<file path="config.mk">
export PLATFORM = sky130hd
export DESIGN_NAME = mul_issue_ctrl
export DESIGN_NICKNAME = d
export VERILOG_FILES = /design/src/rtl/mul_issue_ctrl.sv
export SDC_FILE = /design/constraint.sdc
export NUM_CORES = 1
export LEC_CHECK = 0
export BUFFER_PORTS_ARGS = -buffer_cell sky130_fd_sc_hd__buf_2
export CORE_MARGIN = 5
export CORE_UTILIZATION = 35
export CTS_BUF_LIST = sky130_fd_sc_hd__clkbuf_8
export DETAILED_ROUTE_END_ITERATION = 16
export SETUP_SLACK_MARGIN = 0.4
export SKIP_CTS_REPAIR_TIMING = 1
export SLEW_MARGIN = 20
export SYNTH_ARGS = -nofsm -noshare
export SYNTH_HDL_FRONTEND = slang
export SYNTH_SLANG_ARGS = --single-unit
</file>
<file path="constraint.sdc">
create_clock -name clk -period 4 [get_ports clk]
set_input_delay 0.2 -clock clk [delete_from_list [all_inputs] [get_ports clk]]
set_output_delay 0.2 -clock clk [all_outputs]
set_load 0.03 [all_outputs]
</file>
<file path="src/rtl/mul_issue_ctrl.sv">
// Issue/writeback sequencer for a fixed-latency multiplier: holds operands while the
// multiplier runs, stalls the upstream pipe and strobes the result. Optional flush via `MUL_FLUSH_EN.
module mul_issue_ctrl #(
  parameter int unsigned LATENCY = 3
) (
  input  logic        clk,
  input  logic        reset,
  input  logic        issue_valid,
  input  logic [2:0]  issue_funct3,
  input  logic [31:0] issue_rs1,
  input  logic [31:0] issue_rs2,
  input  logic [4:0]  issue_rd,
`ifdef MUL_FLUSH_EN
  input  logic        flush,
`endif
  output logic        mul_ce,
  output logic [2:0]  mul_funct3,
  output logic [31:0] mul_a,
  output logic [31:0] mul_b,
  input  logic [31:0] mul_result,
  output logic        stall_pipe,
  output logic        busy,
  output logic        wb_valid,
  output logic [4:0]  wb_rd,
  output logic [31:0] wb_data
);

  localparam logic [2:0] LAT_CNT = 3'(LATENCY);

  typedef enum logic [1:0] {
    S_IDLE = 2'd0,
    S_RUN  = 2'd1,
    S_DONE = 2'd2
  } state_t;

  state_t      state_q;
  logic [2:0]  cnt_q;
  logic [2:0]  hold_funct3_q;
  logic [31:0] hold_rs1_q;
  logic [31:0] hold_rs2_q;
  logic [4:0]  hold_rd_q;
  logic [4:0]  wb_rd_q;
  logic [31:0] wb_data_q;

  logic flush_w;
  logic accept_d;

`ifdef MUL_FLUSH_EN
  assign flush_w = flush;
`else
  assign flush_w = 1'b0;
`endif

  // A new operation may start from IDLE, or from DONE to overlap the writeback cycle.
  // Flush only vetoes an issue in IDLE; in DONE it is ignored entirely.
  always_comb begin
    accept_d = 1'b0;
    if (issue_valid && !issue_funct3[2]) begin
      if (state_q == S_IDLE)
        accept_d = !flush_w;
      else if (state_q == S_DONE)
        accept_d = 1'b1;
    end
  end

  always_ff @(posedge clk or posedge reset) begin
    if (reset) begin
      state_q       <= S_IDLE;
      cnt_q         <= 3'd0;
      hold_funct3_q <= 3'd0;
      hold_rs1_q    <= 32'd0;
      hold_rs2_q    <= 32'd0;
      hold_rd_q     <= 5'd0;
      wb_rd_q       <= 5'd0;
      wb_data_q     <= 32'd0;
    end else if (accept_d) begin
      hold_funct3_q <= issue_funct3;
      hold_rs1_q    <= issue_rs1;
      hold_rs2_q    <= issue_rs2;
      hold_rd_q     <= issue_rd;
      cnt_q         <= LAT_CNT;
      state_q       <= S_RUN;
    end else begin
      case (state_q)
        S_RUN: begin
          if (flush_w) begin
            cnt_q   <= 3'd0;
            state_q <= S_IDLE;
          end else begin
            cnt_q <= cnt_q - 3'd1;
            if (cnt_q == 3'd1) begin
              wb_data_q <= mul_result;
              wb_rd_q   <= hold_rd_q;
              state_q   <= S_DONE;
            end
          end
        end
        S_DONE:  state_q <= S_IDLE;
        S_IDLE:  state_q <= S_IDLE;
        default: state_q <= S_IDLE;
      endcase
    end
  end

  assign mul_ce     = (state_q == S_RUN);
  assign busy       = (state_q == S_RUN);
  assign wb_valid   = (state_q == S_DONE);
  assign stall_pipe = accept_d || (state_q == S_RUN);
  assign mul_funct3 = hold_funct3_q;
  assign mul_a      = hold_rs1_q;
  assign mul_b      = hold_rs2_q;
  assign wb_rd      = wb_rd_q;
  assign wb_data    = wb_data_q;

endmodule

</file>
Word-level counts from Yosys, hierarchy flattened
Index checks and enable logic that the tools add are counted.
{"block": "totals", "reg_bits": 114, "latch_bits": 0, "mem_bits_rw": 0, "romBits": 0, "input_bits": 107, "elab_cells": 28, "mem_count": 0}
{"block": "classes", "addsub": 1, "multipliers": 0, "div_mod_pow": 0, "order_cmp": 0, "eq_ne": 4, "shift": 0, "muxes": 8, "bitwise_logic": 1, "reduce_logical": 6}
{"op": "$mux 2", "n": 3}
{"op": "$mux 3", "n": 2}
{"op": "$eq 3x1->1 const B", "n": 1}
{"op": "$mux 1", "n": 3}
{"op": "$ne 3x1->1 const B", "n": 1}
{"op": "$reduce_and 3->1", "n": 1}
{"op": "$sub 3x1->3 const B", "n": 1}
{"op": "$eq 2x1->1 const B", "n": 1}
{"op": "$eq 2x2->1 const B", "n": 1}
{"op": "$logic_not 2->1", "n": 1}
{"op": "$reduce_bool 2->1", "n": 1}
{"op": "$logic_and 1x1->1", "n": 1}
{"op": "$logic_not 1->1", "n": 1}
{"op": "$logic_or 1x1->1", "n": 1}
{"op": "$not 1->1", "n": 1}

Longest topological paths before layout
Gate-level depths: netlist of run 1.
{"block": "logic_depth", "word_depth": 6, "mapped_depth": 7, "depth_no_buf": 5}

Worst setup path before layout of run 1
Ideal clock, no wire load.
{"block": "synth_path", "kind": "register to register", "start": "reg state_q[0]", "end": "reg cnt_q[1]", "setup_ns": 0.081, "arrival_ns": 1.548, "slack_ns": 2.371, "path_stages_with_launch": 4, "path_cell_list": "dfrtp_1 > nor2b_1 > or2_2 > a2bb2oi_1"}
{"block": "synth_via", "word_cells_on_any_way": 8, "cone_classes": "eq/ne (2); mux (4); reduce/logical (2)"}
{"item": "from (decl)", "line_no": "36", "rtl": "state_t state_q;"}
{"item": "from (signal assigned)", "line_no": "68", "rtl": "state_q <= S_IDLE;"}
{"item": "from (signal assigned)", "line_no": "82", "rtl": "state_q <= S_RUN;"}
{"item": "from (signal assigned)", "line_no": "88", "rtl": "state_q <= S_IDLE;"}
{"item": "$eq 2x1->1"}
{"item": "named net busy", "line_no": "22", "rtl": "output logic busy,"}
{"item": "$reduce_bool 2->1 (no source line)"}
{"item": "to (signal assigned)", "line_no": "90", "rtl": "cnt_q <= cnt_q - 3'd1;"}
{"item": "to (decl)", "line_no": "37", "rtl": "logic [2:0] cnt_q;"}
The timed path passes the listed nets, and every way through them passes these cells.
A chain may end at the register's enable or synchronous reset.

Worst setup path after layout of run 1
{"block": "layout_path", "start": "reg cnt_q[1]", "end": "reg wb_data_q[7], in the netlist wb_data[7]"}
{"block": "layout_via", "elab_chain_len": 2}
{"item": "$eq 3x1->1", "line_no": "91", "rtl": "if (cnt_q == 3'd1) begin"}
{"item": "$reduce_and 3->1 (no source line)"}
{"item": "to (signal assigned)", "line_no": "92", "rtl": "wb_data_q <= mul_result;"}
{"item": "to (decl)", "line_no": "43", "rtl": "logic [31:0] wb_data_q;"}
Every way passes these cells.

==> flow_summary_export.csv, run 1 <==
group,metric,value,unit
critical_path,worst_setup_path_end_kind,"flip-flop",
timing,final-max-slew-violation-count,0,
die,boundaryPins,215,
synthesis,yosys.cell_types.count,19,
die,die-height,121.5,µm
critical_path,critical_path_buf_inv_count,2,
cells_and_area,finalCoreUtilization,0.5756,
detailed_routing,detail_route.iter0.violations,109,
die,floorplan.rows,40,
synthesis,synthSimpleGateAreaFrac,0.01727,
synthesis,syn-instance-count,256,
cts,cts_made_buffers,17,
synthesis,yosys-mux-area-fraction,0.2820,
grt,grt_overflow_total,0,
die,floorplan.die.width,121.5,µm
timing,relSlewSlack,0.4359,
detailed_routing,dr_total_vias,3314,
cells_and_area,diodes,0,
synthesis,postSynthAreaPerCell,16.98,µm²
placement,gp_congestion,0.6666,
timing,final_hold_vio_count,0,
synthesis,synth_compound_area_frac,0.006043,
detailed_routing,drc,0,
grt,first_global_vias,3197,
synthesis,yosysWarningCount,0,
grt,largest_net_degree_at_the_start_of_global_routing,44,
grt,all_layer_gr_usage,0.1404,
outcome,outcome,"finished clean",
cts,tritoncts,"done",
die,start_util,0.3590,
cells_and_area,area_delta_synth_final,60.35,%
cts,clock_tree.buffer_depth,2,
power,power_density,809.7,nW/µm²
cts,clkLatencyLatePin,430,ps
timing,timing.clock.skew,7.302,ps
synthesis,synth_fp_nets,365,
critical_path,timing.critical_path.fanout_max,24,
critical_path,worstPathRequired,4310,ps
timing,ratio_of_final_minimum_period_to_clock_period,0.5408,
synthesis,synth_fa_ha_area_frac,0.005755,
placement,placement.io_buffers,214,
grt,grt_pass1_wl,15.90,mm
critical_path,worst_setup_path_start_kind,"flip-flop",
die,die_area,14750,µm²
power,power.ir.vdd_worst,0.0004544,V
cts,depth_of_the_cts_h_tree,4,
power,total_leakage_power,3.396,nW
detailed_routing,routed_wirelength,11.45,mm
detailed_routing,routedWlPerCell,14.99,µm
cells_and_area,post_route_cells_drive_above_1_share,0.5084,
grt,antenna_violations_before_repair,0,
die,core_region_area,12110,µm²
cts,clkTransAtPathRegs,70,ps
synthesis,yosysSeqAreaShare,0.6561,
synthesis,combinational_family_with_the_most_area_after_synthesis,"multiplexers",
cells_and_area,num-nets-final,694,
critical_path,path_class,"flip-flop to flip-flop",
critical_path,path_cells,"inv_1 -> ha_1 -> nand2b_4 -> nor3b_4 -> buf_12 -> mux2_2",
timing,setup_viol,0,
cts,clock_tree.root_cell,"clkbuf_8",
critical_path,cp_slowest_cell,"nor3b_4",
timing,finalWorstPathRequiredPeriod,2163,ps
cts,tritoncts_num_sinks,114,
timing,worst_slew_pin_slew,845.3,ps
synthesis,combined_area_of_all_synthesized_cells,4348,µm²
synthesis,postSynthRegisterBits,114,
timing,setup-tns-final,0,ps
placement,dp.final_hpwl,7.478,mm
critical_path,critical-path-top-delay-family,"simple AND/OR/NAND/NOR gates",
min_path,hold_path.class,"input pin to flip-flop",
detailed_routing,antenna_violating_nets_post_route,0,
detailed_routing,drt_first_pass_iters,3,
timing,rsz0062_at_grt,"no",
detailed_routing,route.detailed.vias_per_inst,4.338,
timing,clock.fmax,462.3,MHz
flow_run,cap_violations,0,
critical_path,timing.critical_path.slowest_cell_delay,700,ps
critical_path,arrival,2470,ps
synthesis,synth-xor-area-share,0.002014,
[power by group]
| group | internal (W) | total (W) | switching (W) |
|---|---|---|---|
| combinational | 0.000955 | 0.00266 | 0.00171 |
| clock | 0.000537 | 0.000963 | 0.000426 |
| sequential | 0.00173 | 0.00202 | 0.000286 |
| total | 0.00322 | 0.00565 | 0.00242 |
[area by class of cell]
type | count | area [µm²]
fillers | 995 | 5140
flip-flops and latches | 114 | 2853
repair buffers | 323 | 2162
multi-input cells | 125 | 1374
clock buffers | 21 | 289.0
well taps | 168 | 210.2
clock inverters | 9 | 66.31
inverters | 4 | 17.52
[registers in the layout, summed over array words and instances, names as in the netlist]
signal / flops
mul_a: 32
mul_b: 32
wb_data: 32
hold_rd_q: 5
wb_rd: 5
cnt_q: 3
mul_funct3: 3
state_q: 2
[worst reg2reg max path, delay by kind of cell (launching register included)]
family / cells / cell delay, ps
adder cells (fa/ha/maj): 1 / 190
buffers and inverters: 2 / 350
flip-flops: 1 / 380
multiplexers: 1 / 370
AND/OR/NAND/NOR: 2 / 770
[worst paths after layout]
check	endpoint	cells past startpoint	from	slack (ps)
hold / removal	cnt_q[2]$_DFFE_PP0P_	3	issue_funct3[2]	130
min in group asynchronous	wb_data[7]$_DFFE_PP0P_	3	reset	360
setup / recovery	wb_data[7]$_DFFE_PP0P_	6	cnt_q[1]$_DFFE_PP0P_	1840
setup reg to reg	wb_data[7]$_DFFE_PP0P_	6	cnt_q[1]$_DFFE_PP0P_	1840
hold reg to reg	mul_b[8]$_DFFE_PP0P_	1	mul_b[8]$_DFFE_PP0P_	480
max in group asynchronous	mul_b[28]$_DFFE_PP0P_	4	reset	2740
[cells in the final DEF, fill, tap and decap left out]
cell           count
a2bb2oi_1          1
ha_1               2
o21ai_0            1
buf_4              4
dlygate4sd3_1    104
clkinv_2           5
or2_2              1
a21oi_1            1
nand2b_4           1
buf_2            214
nor3_1             1
nor3b_4            2
xnor2_1            1
mux2_1            56
inv_1              6
clkbuf_8          21
dfrtp_1          114
inv_4              1
nor2b_1            4
a21o_1             1
mux2_2            52
mux2i_1            1
bufinv_16          1
buf_12             1
[metrics by stage]
stage | cell area [µm²] | cells | power [W] | worst slack (ps) | hold WS, ps
finish | 6972 | 764 | 0.005645 | 1837 | 131.1
global route | 6972 | 764 | 0.005973 | 1641 | 125.0
CTS | 5931 | 660 | 0.005629 | 1744 | -220.3
detailed placement | 5575 | 630 | 0.004637 | 1796 | 264.2
global placement | 5575 | 630 | 0.004580 | 1840 | 252.9
floorplan | 4348 | 256 | 0.003827 | 784.3 | 334.7
[kinds of logic after synthesis]
logic type,after synthesis
buf+inv,17
mux,109
fa+ha+maj,2
xor+xnor,1
flops,114
simple gates,9
compound gates,4
[cell usage after synthesis]
| cell type | n | share of area |
|---|---|---|
| xnor2_1 | 1 | 0.0020 |
| o21ai_0 | 1 | 0.0011 |
| nand2b_4 | 1 | 0.0032 |
| mux2_1 | 56 | 0.15 |
| inv_1 | 4 | 0.0035 |
| a21oi_1 | 1 | 0.0011 |
| mux2_2 | 52 | 0.13 |
| nor2b_1 | 4 | 0.0058 |
| buf_6 | 7 | 0.018 |
| buf_2 | 2 | 0.0023 |
| nor3_1 | 1 | 0.0011 |
| ha_1 | 2 | 0.0058 |
| buf_4 | 4 | 0.0069 |
| mux2i_1 | 1 | 0.0023 |
| a2bb2oi_1 | 1 | 0.0020 |
| dfrtp_1 | 114 | 0.66 |
| nor3b_2 | 2 | 0.0058 |
| or2_2 | 1 | 0.0014 |
| a21o_1 | 1 | 0.0017 |
[routing by layer]
metal / vias up / track usage / part of all wire
met1: 1602 / 0.1516 / 0.38
met3: 20 / 0.06993 / 0.085
met2: 135 / 0.2276 / 0.52
met5: - / 0 / 0
met4: 0 / 0.07003 / 0.020
li1: 1557 / - / -
(Power assumes the default switching activity.)
==> run 2, diff against run 1 <==
--- a/config.mk
+++ b/config.mk
@@ -10,6 +10,7 @@
 export CORE_UTILIZATION = 35
 export CTS_BUF_LIST = sky130_fd_sc_hd__clkbuf_8
 export DETAILED_ROUTE_END_ITERATION = 16
+export PLACE_DENSITY = 0.66
 export SETUP_SLACK_MARGIN = 0.4
 export SKIP_CTS_REPAIR_TIMING = 1
 export SLEW_MARGIN = 20
==> constraint.sdc (replaced) <==
create_clock -name clk -period 1.9 [get_ports clk]
set_input_delay 0.095 -clock clk [delete_from_list [all_inputs] [get_ports clk]]
set_output_delay 0.095 -clock clk [all_outputs]
set_load 0.03 [all_outputs]
==> flow_summary_export.csv, run 2 (same netlist as run 1, synthesis figures left out) <==
group,metric,value,unit
timing,setup-tns-final,0,ps
die,die_area,14750,µm²
power,total_leakage_power,3.479,nW
timing,worst_slew_pin_slew,591.0,ps
cells_and_area,layout.cells.most_common_list,"211 x buf_2, 112 x dfrtp_1, 104 x dlygate4sd3_1",
detailed_routing,drc,0,
cells_and_area,num-nets-final,701,
grt,grt_pass1_wl,15.41,mm
critical_path,path_class,"flip-flop to flip-flop",
critical_path,critical_path_buf_inv_count,2,
timing,setup_viol,0,
critical_path,path_cells,"inv_1 -> ha_1 -> nand2b_4 -> nor3b_4 -> buf_12 -> mux2_2",
cts,depth_of_the_cts_h_tree,4,
timing,final_hold_vio_count,0,
critical_path,timing.critical_path.fanout_max,38,
timing,relSlewSlack,0.6051,
outcome,outcome,"finished clean",
power,total_power,0.01230,W
flow_run,cap_violations,0,
cts,clkTransAtPathRegs,70,ps
die,boundaryPins,215,
placement,dp.final_hpwl,7.290,mm
die,core_region_area,12110,µm²
cts,tritoncts,"done",
detailed_routing,detail_route.iter0.violations,159,
cts,tritoncts_num_sinks,114,
die,start_util,0.3590,
detailed_routing,routed_wirelength,12.09,mm
cts,cts_made_buffers,17,
detailed_routing,dr_total_vias,3394,
cts,clkLatencyLatePin,420,ps
die,floorplan.rows,40,
critical_path,worstPathRequired,2200,ps
critical_path,cp_slowest_cell,"dfrtp_1",
placement,placedCellCount,629,
grt,largest_net_degree_at_the_start_of_global_routing,76,
critical_path,worst_setup_path_start_kind,"flip-flop",
cells_and_area,area_delta_synth_final,65.58,%
timing,finalWorstPathRequiredPeriod,1701,ps
placement,placement.io_buffers,214,
critical_path,worst_setup_path_end_kind,"flip-flop",
power,power_density,1709,nW/µm²
grt,antenna_violations_before_repair,0,
critical_path,timing.critical_path.slowest_cell_delay,380,ps
critical_path,critical-path-top-delay-family,"flip-flops",
cells_and_area,instances_no_fill,773,
timing,timing.clock.skew,5.513,ps
cts,clock_tree.buffer_depth,2,
detailed_routing,antenna_violating_nets_post_route,0,
timing,final-max-slew-violation-count,0,
detailed_routing,route.detailed.vias_per_inst,4.391,
die,die-height,121.5,µm
timing,clock.fmax,587.8,MHz
grt,all_layer_gr_usage,0.1359,
placement,gp_congestion,0.7191,
timing,ratio_of_final_minimum_period_to_clock_period,0.8953,
detailed_routing,routedWlPerCell,15.65,µm
detailed_routing,drt_first_pass_iters,3,
cells_and_area,post_route_cells_drive_above_1_share,0.5240,
critical_path,arrival,2000,ps
cts,clock_tree.root_cell,"clkbuf_8",
die,floorplan.die.width,121.5,µm
cells_and_area,final_common_cell,"buf_2",
timing,rsz0062_at_grt,"yes",
cells_and_area,diodes,0,
grt,first_global_vias,3203,
power,power.ir.vdd_worst,0.0009729,V
grt,grt_overflow_total,0,
min_path,hold_path.class,"input pin to flip-flop",
## run 2: cell count changes in the layout (fill, tap and decap cells not counted), moves of 2 or more
cell        previous run  this run
buf_12                 1         5
inv_1                  6         4
buf_2                214       211
buf_6                  0         2
dfrtp_2                0         2
clkbuf_16              0         2
clkinvlp_4             0         2
dfrtp_1              114       112
## run 2: power by group
| part | leakage, nW | internal (W) | switching (W) |
|---|---|---|---|
| combinational | 1.91 | 0.00217 | 0.00364 |
| clock | 0.212 | 0.00129 | 0.000942 |
| sequential | 1.35 | 0.00365 | 0.000609 |
| total | 3.48 | 0.00711 | 0.00519 |
## run 2: area by class of cell
class | count | area, µm²
multi-input combinational | 125 | 1381
sequential | 114 | 2855
timing repair buffer | 330 | 2335
clock buffer | 21 | 289.0
tap | 168 | 210.2
clock inverter | 11 | 110.1
inverter | 4 | 18.77
fill | 970 | 4912
## run 2: worst min-delay path: cells and delay by family
| family | cells | cell delay, ps |
|---|---|---|
| AO/OA/AOI/OAI | 1 | 80 |
| buffers and inverters | 1 | 120 |
| multiplexers | 1 | 120 |
## run 2: worst paths after layout
| path | start | end | slack (ps) | cells past startpoint |
|---|---|---|---|---|
| min in group asynchronous | reset | cnt_q[2]$_DFFE_PP0P_ | 310 | 3 |
| setup / recovery | cnt_q[1]$_DFFE_PP0P_ | wb_data[17]$_DFFE_PP0P_ | 200 | 6 |
| max in group asynchronous | reset | wb_data[25]$_DFFE_PP0P_ | 960 | 4 |
| hold / removal | issue_funct3[2] | cnt_q[2]$_DFFE_PP0P_ | 50 | 3 |
| setup reg to reg | cnt_q[1]$_DFFE_PP0P_ | wb_data[17]$_DFFE_PP0P_ | 200 | 6 |
| hold reg to reg | wb_data[28]$_DFFE_PP0P_ | wb_data[28]$_DFFE_PP0P_ | 480 | 1 |
## run 2: metal layers
| layer | vias up | GRT usage | share of wire |
|---|---|---|---|
| met4 | 0 | 0.06513 | 0.021 |
| li1 | 1576 | - | - |
| met2 | 145 | 0.2256 | 0.52 |
| met5 | - | 0 | 0 |
| met1 | 1651 | 0.1428 | 0.37 |
| met3 | 22 | 0.06853 | 0.081 |
## run 2: per-stage QoR
stage / hold slack [ps] / setup slack, ps / utilization / instance area [µm²]
6_report: 49.39 / 198.8 / 0.5944 / 7199
2_1_floorplan: 229.7 / 299.9 / - / 4354
3_5_place_dp: 200.8 / 202.8 / 0.4631 / 5609
4_1_cts: -284.3 / -169.7 / 0.4961 / 6008
5_1_grt: 26.30 / 144.7 / 0.5944 / 7199
3_3_place_gp: 206.7 / 263.9 / 0.4631 / 5609
